File: src/rtl/v16_pulse_gen_pkg.sv
// Shared types and default constants for the v16 synthetic detector-pulse source.
// Imported by the pulse generator top and its decay/saturation stage.
package v16_pulse_gen_pkg;

   localparam int SIZE_ADC_DATA = 12;
   localparam int TAU_SHIFT_DEF = 4;
   localparam int FRAC_DEF      = 8;
   localparam int MAX_LEN_DEF   = 1024;

   typedef enum logic [1:0] {
      ST_IDLE  = 2'd0,
      ST_ARMED = 2'd1,
      ST_DECAY = 2'd2,
      ST_GAP   = 2'd3
   } pg_state_t;

   // What the output register loads on this clk.
   typedef enum logic [1:0] {
      OUT_HOLD  = 2'd0,
      OUT_PEAK  = 2'd1,
      OUT_DECAY = 2'd2,
      OUT_BASE  = 2'd3
   } out_sel_t;

endpackage

File: src/rtl/v16_decay_step.sv
// One exponential-decay step of the pulse accumulator plus the saturating
// baseline add, feeding the registered adc_data output.
module v16_decay_step
   import v16_pulse_gen_pkg::*;
#(
   parameter int DATA_W    = SIZE_ADC_DATA,
   parameter int TAU_SHIFT = TAU_SHIFT_DEF,
   parameter int FRAC      = FRAC_DEF,
   parameter int BASELINE  = 100
) (
   input  logic                     clk,
   input  logic                     reset,
   input  out_sel_t                 out_sel,
   input  logic [DATA_W+FRAC-1:0]   acc,
   input  logic [DATA_W-1:0]        amp,
   output logic [DATA_W+FRAC-1:0]   acc_n,
   output logic                     decay_done,
   output logic [DATA_W-1:0]        adc_data
);

   localparam int                ACC_W = DATA_W + FRAC;
   localparam logic [DATA_W-1:0] BASE  = DATA_W'(BASELINE);

   logic [DATA_W-1:0] acc_n_int;
   logic [DATA_W-1:0] peak_sat;
   logic [DATA_W-1:0] decay_sat;

   // Baseline add with one carry bit; any carry clamps to full scale.
   function automatic logic [DATA_W-1:0] sat_add(input logic [DATA_W-1:0] x);
      logic [DATA_W:0] sum;
      sum = {1'b0, BASE} + {1'b0, x};
      return sum[DATA_W] ? {DATA_W{1'b1}} : sum[DATA_W-1:0];
   endfunction

   always_comb begin
      acc_n      = acc - (acc >> TAU_SHIFT);
      acc_n_int  = acc_n[ACC_W-1:FRAC];
      decay_done = (acc_n_int == '0);
      peak_sat   = sat_add(amp);
      decay_sat  = sat_add(acc_n_int);
   end

   always_ff @(posedge clk or posedge reset) begin
      if (reset) begin
         adc_data <= BASE;
      end else begin
         case (out_sel)
            OUT_PEAK:  adc_data <= peak_sat;
            OUT_DECAY: adc_data <= decay_sat;
            OUT_BASE:  adc_data <= BASE;
            default:   adc_data <= adc_data;
         endcase
      end
   end

endmodule

File: src/rtl/v16_pulse_gen.sv
// Synthetic detector-pulse source: step to amplitude, exponential decay on a
// baseline, then a programmable quiet gap, all advanced by the ADC-rate strobe.
module v16_pulse_gen
   import v16_pulse_gen_pkg::*;
#(
   parameter int DATA_W    = SIZE_ADC_DATA,
   parameter int TAU_SHIFT = TAU_SHIFT_DEF,
   parameter int FRAC      = FRAC_DEF,
   parameter int BASELINE  = 100,
   parameter int MAX_LEN   = MAX_LEN_DEF
) (
   input  logic              clk,
   input  logic              reset,
   input  logic              sample_en,
   input  logic              start,
   input  logic [DATA_W-1:0] amplitude,
   input  logic [15:0]       gap_len,
   output logic              busy,
   output logic              pulse_start,
   output logic [DATA_W-1:0] adc_data,
   output logic              data_valid,
   output pg_state_t         state_dbg
);

   // Request handshake: start is a level request taken only in IDLE (the
   // accept); busy rises the clk after accept and falls when the gap ends.
   // Requests while busy are dropped, never queued.

   localparam int ACC_W = DATA_W + FRAC;
   localparam int LEN_W = $clog2(MAX_LEN);

   pg_state_t         state_q, state_d;
   logic [ACC_W-1:0]  acc_q, acc_n;
   logic [LEN_W-1:0]  len_cnt;
   logic [15:0]       gap_cnt, gap_len_q;
   logic [DATA_W-1:0] amp_q;
   logic              decay_done, decay_end, gap_end;
   logic              accept, load_peak, step_decay, gap_inc, busy_clr;
   out_sel_t          out_sel;

   assign decay_end = decay_done || (len_cnt == LEN_W'(MAX_LEN - 1));
   assign gap_end   = (gap_cnt == gap_len_q);
   assign state_dbg = state_q;

   always_ff @(posedge clk or posedge reset) begin
      if (reset) state_q <= ST_IDLE;
      else       state_q <= state_d;
   end

   always_comb begin
      state_d = state_q;
      case (state_q)
         ST_IDLE:  if (start)                   state_d = ST_ARMED;
         ST_ARMED: if (sample_en)               state_d = ST_DECAY;
         ST_DECAY: if (sample_en && decay_end)  state_d = ST_GAP;
         ST_GAP:   if (sample_en && gap_end)    state_d = ST_IDLE;
         default:                               state_d = ST_IDLE;
      endcase
   end

   always_comb begin
      accept     = 1'b0;
      load_peak  = 1'b0;
      step_decay = 1'b0;
      gap_inc    = 1'b0;
      busy_clr   = 1'b0;
      out_sel    = OUT_HOLD;
      case (state_q)
         ST_IDLE:  accept = start;
         ST_ARMED: begin
            load_peak = sample_en;
            if (sample_en) out_sel = OUT_PEAK;
         end
         ST_DECAY: begin
            step_decay = sample_en;
            if (sample_en) out_sel = decay_end ? OUT_BASE : OUT_DECAY;
         end
         ST_GAP: begin
            gap_inc  = sample_en && !gap_end;
            busy_clr = sample_en && gap_end;
         end
         default: ;
      endcase
   end

   always_ff @(posedge clk or posedge reset) begin
      if (reset) begin
         acc_q       <= '0;
         len_cnt     <= '0;
         gap_cnt     <= '0;
         amp_q       <= '0;
         gap_len_q   <= '0;
         busy        <= 1'b0;
         pulse_start <= 1'b0;
         data_valid  <= 1'b0;
      end else begin
         data_valid  <= sample_en;
         pulse_start <= load_peak;
         if (accept) begin
            amp_q     <= amplitude;
            gap_len_q <= gap_len;
            busy      <= 1'b1;
         end
         if (busy_clr) busy <= 1'b0;
         if (load_peak) begin
            acc_q   <= {amp_q, {FRAC{1'b0}}};
            len_cnt <= '0;
         end
         if (step_decay) begin
            acc_q   <= acc_n;
            len_cnt <= len_cnt + 1'b1;
            if (decay_end) gap_cnt <= '0;
         end
         if (gap_inc) gap_cnt <= gap_cnt + 16'd1;
      end
   end

   v16_decay_step #(
      .DATA_W    (DATA_W),
      .TAU_SHIFT (TAU_SHIFT),
      .FRAC      (FRAC),
      .BASELINE  (BASELINE)
   ) u_decay_step (
      .clk        (clk),
      .reset      (reset),
      .out_sel    (out_sel),
      .acc        (acc_q),
      .amp        (amp_q),
      .acc_n      (acc_n),
      .decay_done (decay_done),
      .adc_data   (adc_data)
   );

endmodule

File: config.mk
export PLATFORM = sky130hd
export DESIGN_NAME = v16_pulse_gen
export DESIGN_NICKNAME = d
export VERILOG_FILES = /design/src/rtl/v16_pulse_gen_pkg.sv /design/src/rtl/v16_decay_step.sv /design/src/rtl/v16_pulse_gen.sv
export SDC_FILE = /design/constraint.sdc
export NUM_CORES = 1
export LEC_CHECK = 0
export CORE_MARGIN = 2
export CORE_UTILIZATION = 53
export DETAILED_ROUTE_END_ITERATION = 10
export MAX_ROUTING_LAYER = met4
export PLACE_DENSITY = 0.83
export SLEW_MARGIN = 10
export SYNTH_ARGS = -nofsm -noshare
export SYNTH_HDL_FRONTEND = slang
export SYNTH_SLANG_ARGS = --single-unit
export TNS_END_PERCENT = 1
File: constraint.sdc
create_clock -name clk -period 2.91 [get_ports clk]
set_input_delay 0.291 -clock clk [delete_from_list [all_inputs] [get_ports clk]]
set_output_delay 0.291 -clock clk [all_outputs]
set_load 0.01 [all_outputs]
# Word level (Yosys, flattened, before mapping)
# Cells that the tools add are included.
# word_totals
inputBits	32
word_cells	67
reg_bits	91
# op_classes
n_eq_ne	12
addsub	5
n_reduce_logical	14
mux	26
# ops
operator	n
16-bit 2-to-1 mux	3
20-bit 2-to-1 mux	2
12-bit case mux with 3 select lines	1
7-bit by 12-bit adder with 13-bit output (first input constant)	2
12-bit 2-to-1 mux	2
10-bit 2-to-1 mux	2
20-bit by 16-bit subtractor with 20-bit output	1
16-bit by 1-bit adder with 16-bit output (second input constant)	1
16-bit == test	1
12-bit logical NOT	1
10-bit by 1-bit adder with 10-bit output (second input constant)	1
10-bit == test (second input constant)	1
2-bit 2-to-1 mux	5
1-bit 2-to-1 mux	9
2-bit == test (second input constant)	4
2-bit inequality test (second input constant)	4
2-bit case mux with 4 select lines	1
2-bit nonzero test	4
2-bit by 1-bit == test with 1-bit output (second input constant)	2
2-bit case mux with 2 select lines	1
4-bit AND reduction	1
1-bit logical AND	3
3-bit nonzero test	1
2-bit logical NOT	1
3 further kinds	3

# Longest topological paths before layout
# Gate-level depths: netlist of run 1.
# depth
word_depth	8
mapped_depth	15
ltp_nobuf	15

# Modules after synthesis
# A second synthesis of run 1 with hierarchy kept.
# unflattened
hier_cells	647
hier_area_um2	6190.9
# by_module_without_submodules
mod	area_each_um2	cells_per_inst	n_inst
v16_pulse_gen	3952.5	348	1
v16_decay_step	2238.4	299	1

# Worst setup path before layout of run 1
# Ideal clock, no wire load.
# synth_timing
path_kind	flip-flop to flip-flop
startpoint	register acc_q[4]
endpoint	register u_decay_step.adc_data[11]
arrival_ns	3.072
setup_slack_ns	-0.295
required_ns	2.777
synth_period_minus_slack_ns	3.205
path_stages_with_launch	15
path_cell_list	dfrtp_1 ha_1 fa_1 nand2b_1 a21oi_2 o211ai_1 nor2b_1 xor2_1 inv_1 ha_1 and2_1 nor2_1 or4b_1 nand3_1 o211ai_1
# synth_between
elab_chain_cells	8
word_cells_on_any_way	13
# synth_lines
element	line	source
start: declaration	v16_pulse_gen.sv:33	logic [ACC_W-1:0] acc_q, acc_n;
start signal: assignment	v16_pulse_gen.sv:106	acc_q <= {amp_q, {FRAC{1'b0}}};
start signal: assignment	v16_pulse_gen.sv:110	acc_q <= acc_n;
20-bit by 16-bit subtractor with 20-bit output (*)	v16_decay_step.sv:36	acc_n = acc - (acc >> TAU_SHIFT);
12-bit logical NOT	v16_decay_step.sv:38	decay_done = (acc_n_int == '0);
1-bit logical OR	v16_pulse_gen.sv:41	assign decay_end = decay_done || (len_cnt == LEN_W'(MAX_LEN - 1));
1-bit 2-to-1 mux	v16_pulse_gen.sv:76	if (sample_en) out_sel = decay_end ? OUT_BASE : OUT_DECAY;
2-bit 2-to-1 mux	v16_pulse_gen.sv:76	
2-bit case mux with 2 select lines	v16_pulse_gen.sv:68	case (state_q)
2-bit == test or 2-bit by 1-bit == test with 1-bit output (tied branches)	v16_decay_step.sv:47	case (out_sel)
12-bit case mux with 3 select lines or 3-bit nonzero test (tied branches)	n/a	
end signal: assignment	v16_decay_step.sv:48	OUT_PEAK: adc_data <= peak_sat;
end signal: assignment	v16_decay_step.sv:49	OUT_DECAY: adc_data <= decay_sat;
end signal: assignment	v16_decay_step.sv:51	default: adc_data <= adc_data;
end: declaration	v16_decay_step.sv:18	output logic [DATA_W-1:0] adc_data
# Every way passes the cells marked *; elsewhere a longest branch is shown, timed or not.
# A chain may end at the register's enable or synchronous reset.

# Worst setup path after layout of run 1
# layout_timing
startpoint	register acc_q[4]
endpoint	register u_decay_step.adc_data[7]
# The elaborated chain is that of the path after synthesis.

==> results by group, run 1 <==
Job
  – Max Cap Viol: 0

CTS
  – CTS Sinks: between 90 and 100
  – CTS tree: done
  – CTS max path bufs: 2
  – Level count of the clock H-tree: 3
  – CTS Buf Count: 9
  – # hold bufs at CTS: 0
  – Clock slew seen by the registers of the worst setup and hold paths: roughly 110 ps
  – Clock Latency Late Sink: ~380 ps
  – Clk root buf: clkbuf_8

Floorplan
  – Total die area: between 10000 and 15000 µm²
  – Core area: 10400 µm²
  – Die width: 108 µm
  – Placement Rows: 37
  – Die height: 108 µm
  – Initial Utilization: a little under three fifths
  – I/O pins: a little under 50

Status
  – Failing checks: negative setup slack
  – Status: finished, violations left

Timing
  – Worst slew pin tran: ~960 ps
  – Worst slew margin: 35.7%
  – RSZ-0062 raised after global routing: true
  – Setup Skew: around 13 ps
  – Pins Over Slew Limit: 0
  – Tcrit/Tclk final: 113%
  – Fmax: approximately 310 MHz
  – Setup WS post-layout: -367 ps
  – Final Hold Viols: 0
  – Tmin final: 3280 ps
  – Setup Viol. Count Final: 31

Global route
  – Largest net degree at the start of global routing: 34
  – Antenna violations before repair: 0
  – First-pass GRT wire length: around 28 mm
  – Total GRT Usage: ~31%
  – Vias in the first global route: around 5500
  – GRT overflow: 0

Placed design
  – Gp weighted congestion: ~0.94
  – Post-DP HPWL: ~13 mm
  – I/O Buffers: 48
  – Setup WS pre-CTS: -318 ps

Setup path
  – Required time worst endpoint: around 3200 ps
  – Crit. End Element: flip-flop
  – Worst Path Max Fanout: 6
  – Worst Path Class, Setup: reg2reg
  – Arrival time at the worst endpoint: 3540 ps
  – Startpoint Class: flip-flop

Layout
  – Synthesis-to-finish area growth: 33.7%
  – Layout net count: just over 800
  – Antenna Cells: 0
  – Share of cells above drive strength 1: approximately 28%

Synth
  – Distinct cell type count after synthesis: 70
  – Post-synth EDFFs: 0
  – Async SR Flop Fraction: 100%
  – Sequential element share of the synthesized area: roughly two fifths
  – Synth Instances: 608
  – Post-synth top flop: dfrtp_1
  – Mean Syn Cell Area: roughly 9.4 µm²
  – Mapped cell area: around 5700 µm²
  – Mapped Nets: between 600 and 700
  – Synth warn: 0
  – Yosys reg bits: between 90 and 100

Drt
  – Drt wl/cell: between 15 and 20 µm
  – Vias: around 5500
  – Final wirelength: ~17 mm
  – Drt first pass iters: 5
  – Vias per cell: 6.15
  – Initial DRC Count: around 620
  – DRC violations left: 0
  – DRT antenna net count: 0

Worst hold path
  – Hold crit path type: in2async
-- worst max-delay path, stage by stage (launching register included) --
cell,delay [ps]
dfrtp_1,440
ha_4,190
fa_2,360
nand2b_4,170
a21oi_4,130
o211ai_1,130
nor2b_4,160
xor2_2,240
ha_4,160
o211ai_1,130
nor4_4,330
a311oi_4,200
nor2_4,280
buf_4,180
a221oi_2,50
-- path summary, 6_finish.rpt --
| path | slack, ps | endpoint | start | cells past startpoint |
|---|---|---|---|---|
| min in group clk | 510 | len_cnt[0] | len_cnt[0] | 1 |
| max in group asynchronous | 1840 | u_decay_step.adc_data[2] | reset | 3 |
| setup / recovery | -370 | u_decay_step.adc_data[7] | acc_q[4] | 14 |
| hold / removal | 270 | acc_q[17] | reset | 2 |
| hold reg to reg | 510 | len_cnt[0] | len_cnt[0] | 1 |
| setup reg to reg | -370 | u_decay_step.adc_data[7] | acc_q[4] | 14 |
-- cell families (layout without fill, tap and decap cells) --
group	after synthesis	in the layout	share of synthesized area, %
compound gates	180	180	21.4
xor+xnor	37	37	5.78
fa+ha+maj	27	27	6.02
simple gates	177	177	15.9
flops	91	91	39.8
mux	36	36	6.92
buf+inv	60	215	4.21
-- cell usage in the layout (no fill, tap or decap), types with 6 or more instances in the layout --
cell               n
a21oi_1           33
buf_4            113
a31oi_1           13
nor4_1             6
o211ai_1          10
clkbuf_8           9
mux2i_1            6
nand3_1           15
and3_1            18
o22ai_1           19
ha_1              20
nor3_1             6
nand4_1            8
o21ai_1            8
o21ai_0           29
inv_1             34
xor2_1            25
nor2_1            28
clkdlybuf4s50_1   48
ha_4               6
nand2b_1          13
a22oi_1           12
nand2_1           53
xnor2_1            9
dfrtp_1           87
mux2_2            29
-- registers in the layout (all words and copies together), names as in the netlist --
| name | count |
|---|---|
| acc_q | 20 |
| busy | 1 |
| gap_len_q | 16 |
| gap_cnt | 16 |
| data_valid | 1 |
| len_cnt | 10 |
| pulse_start | 1 |
| u_decay_step.adc_data | 12 |
| amp_q | 12 |
| state_dbg | 2 |
-- synth_stat cells (10+ instances only) --
cell type,instances,share of area [%]
dfrtp_1,88,38
nand2_1,53,3.5
inv_1,36,2.4
a21oi_1,35,3.1
nor2_1,30,2.0
mux2_2,29,5.7
o21ai_0,29,2.5
ha_1,26,5.7
xor2_1,26,4.0
o22ai_1,23,2.5
and3_1,18,2.0
clkbuf_1,16,1.0
nand3_1,16,1.4
a31oi_1,14,1.5
nand2b_1,14,1.5
a22oi_1,13,1.7
o211ai_1,10,1.3
xnor2_1,10,1.5
-- final cells by class --
cell class / instances / area, µm²
multi-input cells: 457 / 3500
fillers: 769 / 2750
flip-flops and latches: 91 / 2280
repair buffers: 163 / 1360
well taps: 136 / 170
inverters: 36 / 139
clock buffers: 9 / 124
clock inverters: 7 / 92.6
-- per-stage QoR --
step           utilization, %  hold slack, ps  instances  setup TNS, ps  instance area [µm²]
6_report                 73.6             269        899          -8880                 7670
5_1_grt                  73.6             322        899         -12820                 7670
4_1_cts                  72.3             282        896          -6700                 7530
3_5_place_dp             68.4             486        874          -6840                 7120
3_3_place_gp             68.4             471        874          -5690                 7120
2_1_floorplan               -             322        608          -1180                 5770
-- routing by layer --
layer  global-route usage (%)  wire (µm)  up-vias
met2                     48.5       8080      242
met1                     43.1       7510     2721
li1                         -          -     2538
met4                     8.24        269        0
met5                        -          0        -
met3                     4.28       1070       26
-- timing repair --
item                                    4_1_cts  5_1_grt
resized for setup                            24       18
pin swaps                                    23       23
endpoints found under the setup margin       30       32
gates cloned                                  0        0
buffers inserted                              6        4
Power of run 1 is not shown: default switching activity piles up to over one toggle a cycle in this logic, so the estimate is an artifact.
==> inputs of run 2 (changes only) <==
==> constraint.sdc (replaced) <==
create_clock -name clk -period 2.91 [get_ports clk]
set_input_delay 0.291 -clock clk [delete_from_list [all_inputs] [get_ports clk]]
set_output_delay 0.291 -clock clk [all_outputs]
set_load 0.05 [all_outputs]
==> results of run 2 <==
Same layout as run 1: the final DEF is identical, and so are final timing and power.
Power of run 2 is left out for the same reason.
==> inputs of run 3 (changes only) <==
SLEW_MARGIN = not set   (was 10)
==> results of run 3 <==
Same layout as run 1: the final DEF is identical, and so are final timing and power.
Power of run 3 is left out for the same reason.
